<file path="src/rtl/gcd_pkg.sv">
// Shared definitions for the GCD host sequencer: state encoding, default
// data width and the result value returned on a rejected request.
package gcd_pkg;

    localparam int GCD_WIDTH = 16;

    localparam logic [GCD_WIDTH-1:0] ZERO_RESULT = '0;

    typedef enum logic [2:0] {
        ST_IDLE   = 3'd0,
        ST_START  = 3'd1,
        ST_SEND_A = 3'd2,
        ST_SEND_B = 3'd3,
        ST_WAIT   = 3'd4,
        ST_GAP    = 3'd5,
        ST_RESP   = 3'd6
    } seq_state_e;

endpackage

</file>
<file path="src/rtl/gcd_seq_counter.sv">
// Loadable down-counter shared by the GAP hold-off and the WAIT watchdog.
// Holds at zero; load takes priority over decrement.
module gcd_seq_counter #(
    parameter int CW = 4
) (
    input  logic          clk,
    input  logic          rst,
    input  logic          load,
    input  logic [CW-1:0] load_val,
    input  logic          dec,
    output logic          zero
);

    logic [CW-1:0] count_q;
    logic [CW-1:0] count_d;

    always_comb begin
        count_d = count_q;
        if (load) begin
            count_d = load_val;
        end else if (dec && (count_q != '0)) begin
            count_d = count_q - 1'b1;
        end
    end

    always_ff @(posedge clk or posedge rst) begin
        if (rst) begin
            count_q <= '0;
        end else begin
            count_q <= count_d;
        end
    end

    assign zero = (count_q == '0);

endmodule

</file>
<file path="src/rtl/gcd_host_seq.sv">
// Host-side sequencer for the serial GCD engine: request -> start/A/B on the
// shared bus -> wait done -> response. Define GCD_SEQ_TIMEOUT_EN for the watchdog.
module gcd_host_seq
    import gcd_pkg::*;
#(
    parameter int WIDTH   = GCD_WIDTH,
    parameter int TIMEOUT = 1024,
    parameter int GAP     = 2
) (
    input  logic             clk,
    input  logic             rst,
    input  logic             req_valid,
    output logic             req_ready,
    input  logic [WIDTH-1:0] req_a,
    input  logic [WIDTH-1:0] req_b,
    output logic             eng_start,
    output logic [WIDTH-1:0] eng_data,
    input  logic             eng_done,
    input  logic [WIDTH-1:0] eng_result,
    output logic             rsp_valid,
    input  logic             rsp_ready,
    output logic [WIDTH-1:0] rsp_result,
    output logic             rsp_error,
    output logic             busy
);

    localparam int CNT_MAX = (TIMEOUT > GAP) ? TIMEOUT : GAP;
    localparam int CW      = $clog2(CNT_MAX + 1);

    seq_state_e       state_q, state_d;
    logic [WIDTH-1:0] a_q, a_d;
    logic [WIDTH-1:0] b_q, b_d;
    logic [WIDTH-1:0] rsp_result_q, rsp_result_d;
    logic             rsp_error_q, rsp_error_d;
    logic             req_ready_q, req_ready_d;
    logic             eng_start_q, eng_start_d;
    logic [WIDTH-1:0] eng_data_q, eng_data_d;
    logic             rsp_valid_q, rsp_valid_d;
    logic             busy_q, busy_d;

    logic             cnt_load;
    logic [CW-1:0]    cnt_load_val;
    logic             cnt_dec;
    logic             cnt_zero;

    gcd_seq_counter #(.CW(CW)) u_counter (
        .clk      (clk),
        .rst      (rst),
        .load     (cnt_load),
        .load_val (cnt_load_val),
        .dec      (cnt_dec),
        .zero     (cnt_zero)
    );

    always_comb begin
        state_d      = state_q;
        a_d          = a_q;
        b_d          = b_q;
        rsp_result_d = rsp_result_q;
        rsp_error_d  = rsp_error_q;
        cnt_load     = 1'b0;
        cnt_load_val = '0;
        cnt_dec      = 1'b0;

        case (state_q)
            ST_IDLE: begin
                if (req_valid && req_ready_q) begin
                    // A zero operand never reaches the engine
                    if ((req_a == '0) || (req_b == '0)) begin
                        rsp_result_d = WIDTH'(ZERO_RESULT);
                        rsp_error_d  = 1'b1;
                        state_d      = ST_RESP;
                    end else begin
                        a_d     = req_a;
                        b_d     = req_b;
                        state_d = ST_START;
                    end
                end
            end
            ST_START:  state_d = ST_SEND_A;
            ST_SEND_A: state_d = ST_SEND_B;
            ST_SEND_B: begin
                state_d = ST_WAIT;
`ifdef GCD_SEQ_TIMEOUT_EN
                cnt_load     = 1'b1;
                cnt_load_val = CW'(TIMEOUT - 1);
`endif
            end
            ST_WAIT: begin
                if (eng_done) begin
                    rsp_result_d = eng_result;
                    rsp_error_d  = 1'b0;
                    state_d      = ST_GAP;
                    cnt_load     = 1'b1;
                    cnt_load_val = CW'(GAP - 1);
`ifdef GCD_SEQ_TIMEOUT_EN
                end else if (cnt_zero) begin
                    rsp_result_d = WIDTH'(ZERO_RESULT);
                    rsp_error_d  = 1'b1;
                    state_d      = ST_GAP;
                    cnt_load     = 1'b1;
                    cnt_load_val = CW'(GAP - 1);
                end else begin
                    cnt_dec = 1'b1;
`endif
                end
            end
            ST_GAP: begin
                if (cnt_zero) begin
                    state_d = ST_RESP;
                end else begin
                    cnt_dec = 1'b1;
                end
            end
            ST_RESP: begin
                if (rsp_ready) begin
                    state_d = ST_IDLE;
                end
            end
            default: state_d = ST_IDLE;
        endcase

        // Outputs are decoded from the next state so they appear registered
        req_ready_d = (state_d == ST_IDLE);
        eng_start_d = (state_d == ST_START) || (state_d == ST_SEND_A) ||
                      (state_d == ST_SEND_B) || (state_d == ST_WAIT);
        case (state_d)
            ST_SEND_A:         eng_data_d = a_d;
            ST_SEND_B, ST_WAIT: eng_data_d = b_d;
            default:           eng_data_d = '0;
        endcase
        rsp_valid_d = (state_d == ST_RESP);
        busy_d      = (state_d != ST_IDLE);
    end

    always_ff @(posedge clk or posedge rst) begin
        if (rst) begin
            state_q      <= ST_IDLE;
            a_q          <= '0;
            b_q          <= '0;
            rsp_result_q <= '0;
            rsp_error_q  <= 1'b0;
            req_ready_q  <= 1'b1;
            eng_start_q  <= 1'b0;
            eng_data_q   <= '0;
            rsp_valid_q  <= 1'b0;
            busy_q       <= 1'b0;
        end else begin
            state_q      <= state_d;
            a_q          <= a_d;
            b_q          <= b_d;
            rsp_result_q <= rsp_result_d;
            rsp_error_q  <= rsp_error_d;
            req_ready_q  <= req_ready_d;
            eng_start_q  <= eng_start_d;
            eng_data_q   <= eng_data_d;
            rsp_valid_q  <= rsp_valid_d;
            busy_q       <= busy_d;
        end
    end

    assign req_ready  = req_ready_q;
    assign eng_start  = eng_start_q;
    assign eng_data   = eng_data_q;
    assign rsp_valid  = rsp_valid_q;
    assign rsp_result = rsp_result_q;
    assign rsp_error  = rsp_error_q;
    assign busy       = busy_q;

endmodule

</file>
<file path="config.mk">
export PLATFORM = sky130hd
export DESIGN_NAME = gcd_host_seq
export DESIGN_NICKNAME = d
export VERILOG_FILES = /design/src/rtl/gcd_pkg.sv /design/src/rtl/gcd_seq_counter.sv /design/src/rtl/gcd_host_seq.sv
export SDC_FILE = /design/constraint.sdc
export NUM_CORES = 1
export LEC_CHECK = 0
export BUFFER_PORTS_ARGS = -buffer_cell sky130_fd_sc_hd__buf_2
export CORE_ASPECT_RATIO = 1.75
export CORE_MARGIN = 2
export CORE_UTILIZATION = 30
export DETAILED_ROUTE_END_ITERATION = 7
export PLACE_DENSITY = 0.53
export SLEW_MARGIN = 20
export SYNTH_ARGS = -nofsm -noshare
export SYNTH_HDL_FRONTEND = slang
export SYNTH_SLANG_ARGS = --single-unit
</file>
<file path="constraint.sdc">
create_clock -name clk -period 4.2 [get_ports clk]
set_input_delay 0.84 -clock clk [delete_from_list [all_inputs] [get_ports clk]]
set_output_delay 0.84 -clock clk [all_outputs]
set_load 0.005 [all_outputs]
</file>
==> metrics.cfg <==
[grt]
grt_first_pass_wirelength_um = 13140
antenna_found_initial = 1
global_route.usage.total_pct = 13.73
grt_pass1_vias = 2618
grt_overflow = 0
grt_max_degree = 33

[cts]
hold_buffers = 0
cts_tree = done
cts_setup_buffers = 0
cts_buffers = 9
cts-root-buf = clkbuf_16
cts.clk_slew.worst_paths_ns = 0.06
ctsResizeCount = 0
clock_latency_ns = 0.33
htree_levels = 3
clock-sinks = 83
clockBufferDepth = 2

[layout]
nets = 454
fin_cells = 540
drive_gt1_share_pct = 37.62
syn2layout_area_growth_pct = 26.20

[placed_design]
gp_congestion = 0.7896
hpwlAfterDp_um = 5986
io_buffers = 89
dp.cells = 524
pre_cts_ws_ns = 0.7797

[power]
p_total_mw = 3.184
cellLeakagePower_nw = 2.279
powerDensity_nw_per_um2 = 726.6
ir_drop_v = 0.0003316

[sta]
period_minus_slack_ns = 3.013
worst_slack_ns = 1.187
slew_violations = 0
setup_viol = 0
skew_ns = 0.005601
hold_viol = 0
rsz0062_at_grt = false
clock.fmax_mhz = 331.9
worst_pin_slew_ns = 0.9854
post-route-period-util_pct = 71.75
setup_tns_ns = 0
slew_headroom_pct = 34.24

[floorplanning]
fp.coreArea_um2 = 11450
die-height_um = 146.3
io_pins = 90
die_w_um = 85.33
num_rows = 52
start_util_pct = 30.32
die_area_um2 = 12480

[critical_path]
path_class = in -> reg
cpPeakStageDelay_ns = 0.68
start_kind = input port
endpoint_kind = flop
cp_data_required_time_ns = 4.38
cp_data_arrival_time_ns = 3.19
crit_fanout = 16
path_cells = buf_2 -> nor4_1 -> nand4_1 -> a221oi_1 -> nor2_2 -> a32oi_4 -> o21ai_0
slowest_stage = a32oi_4

[synthesis]
synthesis.nets = 361
yosysWarnings = 0
synth-seq-cells = 83
synthesis.area_um2 = 3472
syn_area_per_cell_um2 = 11.31
synth_cell_type_count = 42
syn_inst = 307
yosysSeqAreaShare_pct = 59.86

[job]
cap_violations = 0

[drt]
via_per_inst = 4.620
via_count = 2495
drtPass1Iterations = 4
drc_errors = 0
drtAntennaViolNets = 0
first_iter_violations = 104
drt-total-wl_um = 8049
wl_per_cell_um = 14.91

[outcome]
outcome = completed

[min_path]
hold_class = reg -> reg

## logic make-up after synthesis
family / Yosys count / share of synthesized area, %
muxes: 32 / 9.802
and+or+nand+nor: 104 / 14.59
AOI/OAI and AO/OA: 46 / 9.441
xor gates and xnor gates: 8 / 2.018
DFF: 83 / 59.86
buffers and inverters: 33 / 3.928
adders and majority gates: 1 / 0.3603
## routing by layer
| layer | vias to the layer above | wire length (um) | track usage (%) |
|---|---|---|---|
| li1 | 1220 | - | - |
| met4 | 0 | 176 | 6.508 |
| met3 | 11 | 335 | 3.109 |
| met1 | 1204 | 3200 | 15.41 |
| met2 | 60 | 4337 | 24.14 |
| met5 | - | 0 | 0 |
## critical path: cells and delay by family
family                 cells  cell delay, ns
AO/OA/AOI/OAI              3            1.26
AND/OR/NAND/NOR            3            0.96
buffers and inverters      1            0.12
## cell usage in the layout, fill, tap and decap left out, types with 2 or more instances in the layout
cell type	instances
buf_2	89
dfrtp_1	82
nand2_1	54
o21ai_0	26
inv_1	21
mux2i_1	16
mux2_2	16
nor4_1	10
o21ai_2	10
clkbuf_16	9
nor2_1	8
nand3_1	5
xnor2_1	5
nor3_1	4
clkinv_2	4
xor2_1	3
nor2_2	3
buf_4	3
or4_4	2
nand2b_1	2
nor2b_1	2
or2_2	2
a21oi_1	2
or3_1	2
nand3b_1	2
nand4_1	2
## flip-flops by register name (all words and copies together) (netlist names)
register           flops
eng_start              1
state_q                3
rsp_valid              1
u_counter.count_q     11
req_ready              1
rsp_result            16
eng_data              16
b_q                   16
busy                   1
rsp_error              1
a_q                   16
## path summary, 6_finish.rpt
check	start	endpoint	cells after the start	slack [ns]
max in group asynchronous	rst	req_ready	3	2.86
hold reg to reg	rsp_result[4]	rsp_result[4]	2	0.47
setup / recovery	req_b[12]	eng_data[11]	7	1.19
min in group asynchronous	rst	a_q[0]	2	0.52
setup reg to reg	u_counter.count_q[2]	eng_data[11]	6	1.41
hold / removal	rsp_result[4]	rsp_result[4]	2	0.47
## per-stage QoR
step	cell area, um^2	util [%]	hold slack [ns]
detailed placement	4086	35.69	0.4674
CTS	4379	38.24	0.4806
global placement	4084	35.66	0.4592
global route	4382	38.26	0.5086
finish	4382	38.26	0.4744
floorplan	3472	-	0.4444
## cell usage after synthesis
cell type  number  share of area [%]
o21ai_0        26                3.7
nand2_1        54                5.8
or2_2           2               0.36
or3_2           1               0.22
buf_1           1               0.11
and3_4          1               0.32
buf_8           1               0.43
nor2_2          1               0.18
nand4_1         2               0.36
nor3b_1         1               0.22
nor4_1         10                1.8
inv_1          22                2.4
o211ai_2        1               0.36
nor3_1          4               0.58
a221oi_1        1               0.25
a21o_1          1               0.22
nor2_1         10                1.1
nor2b_1         2               0.36
and2b_2         1               0.25
o211a_1         1               0.29
a21oi_1         2               0.29
buf_2           1               0.14
ha_1            1               0.36
nand3_1         5               0.72
or3_4           1               0.32
nand2b_1        2               0.36
dfstp_2         1               0.76
a32oi_4         1               0.79
xor2_1          3               0.76
xnor2_1         5                1.3
dfrtp_1        82                 59
o21ai_2        10                2.5
mux2i_1        16                4.6
o311a_2         1               0.32
mux2_2         16                5.2
and2_1          1               0.18
or4_4           2               0.65
a22oi_2         1               0.36
nand3b_1        2               0.43
or3_1           2               0.36
a221o_1         1               0.29
clkbuf_1        8               0.86
## cell type report
class	count	area (um^2)
clock buffers	10	239.0
clock inverters	5	53.80
well taps	135	168.9
inverters	22	83.83
flip-flops and latches	83	2078
fillers	1125	7069
diodes	1	2.502
multi-input cells	191	1267
repair buffers	93	488.0
## report_power, final
part / leakage (nW) / internal, mW / switching, mW
registers: 1.06 / 1.16 / 0.185
clock network: 0.148 / 0.471 / 0.306
logic: 1.07 / 0.493 / 0.573
total: 2.28 / 2.12 / 1.06
(Power assumes the default switching activity.)
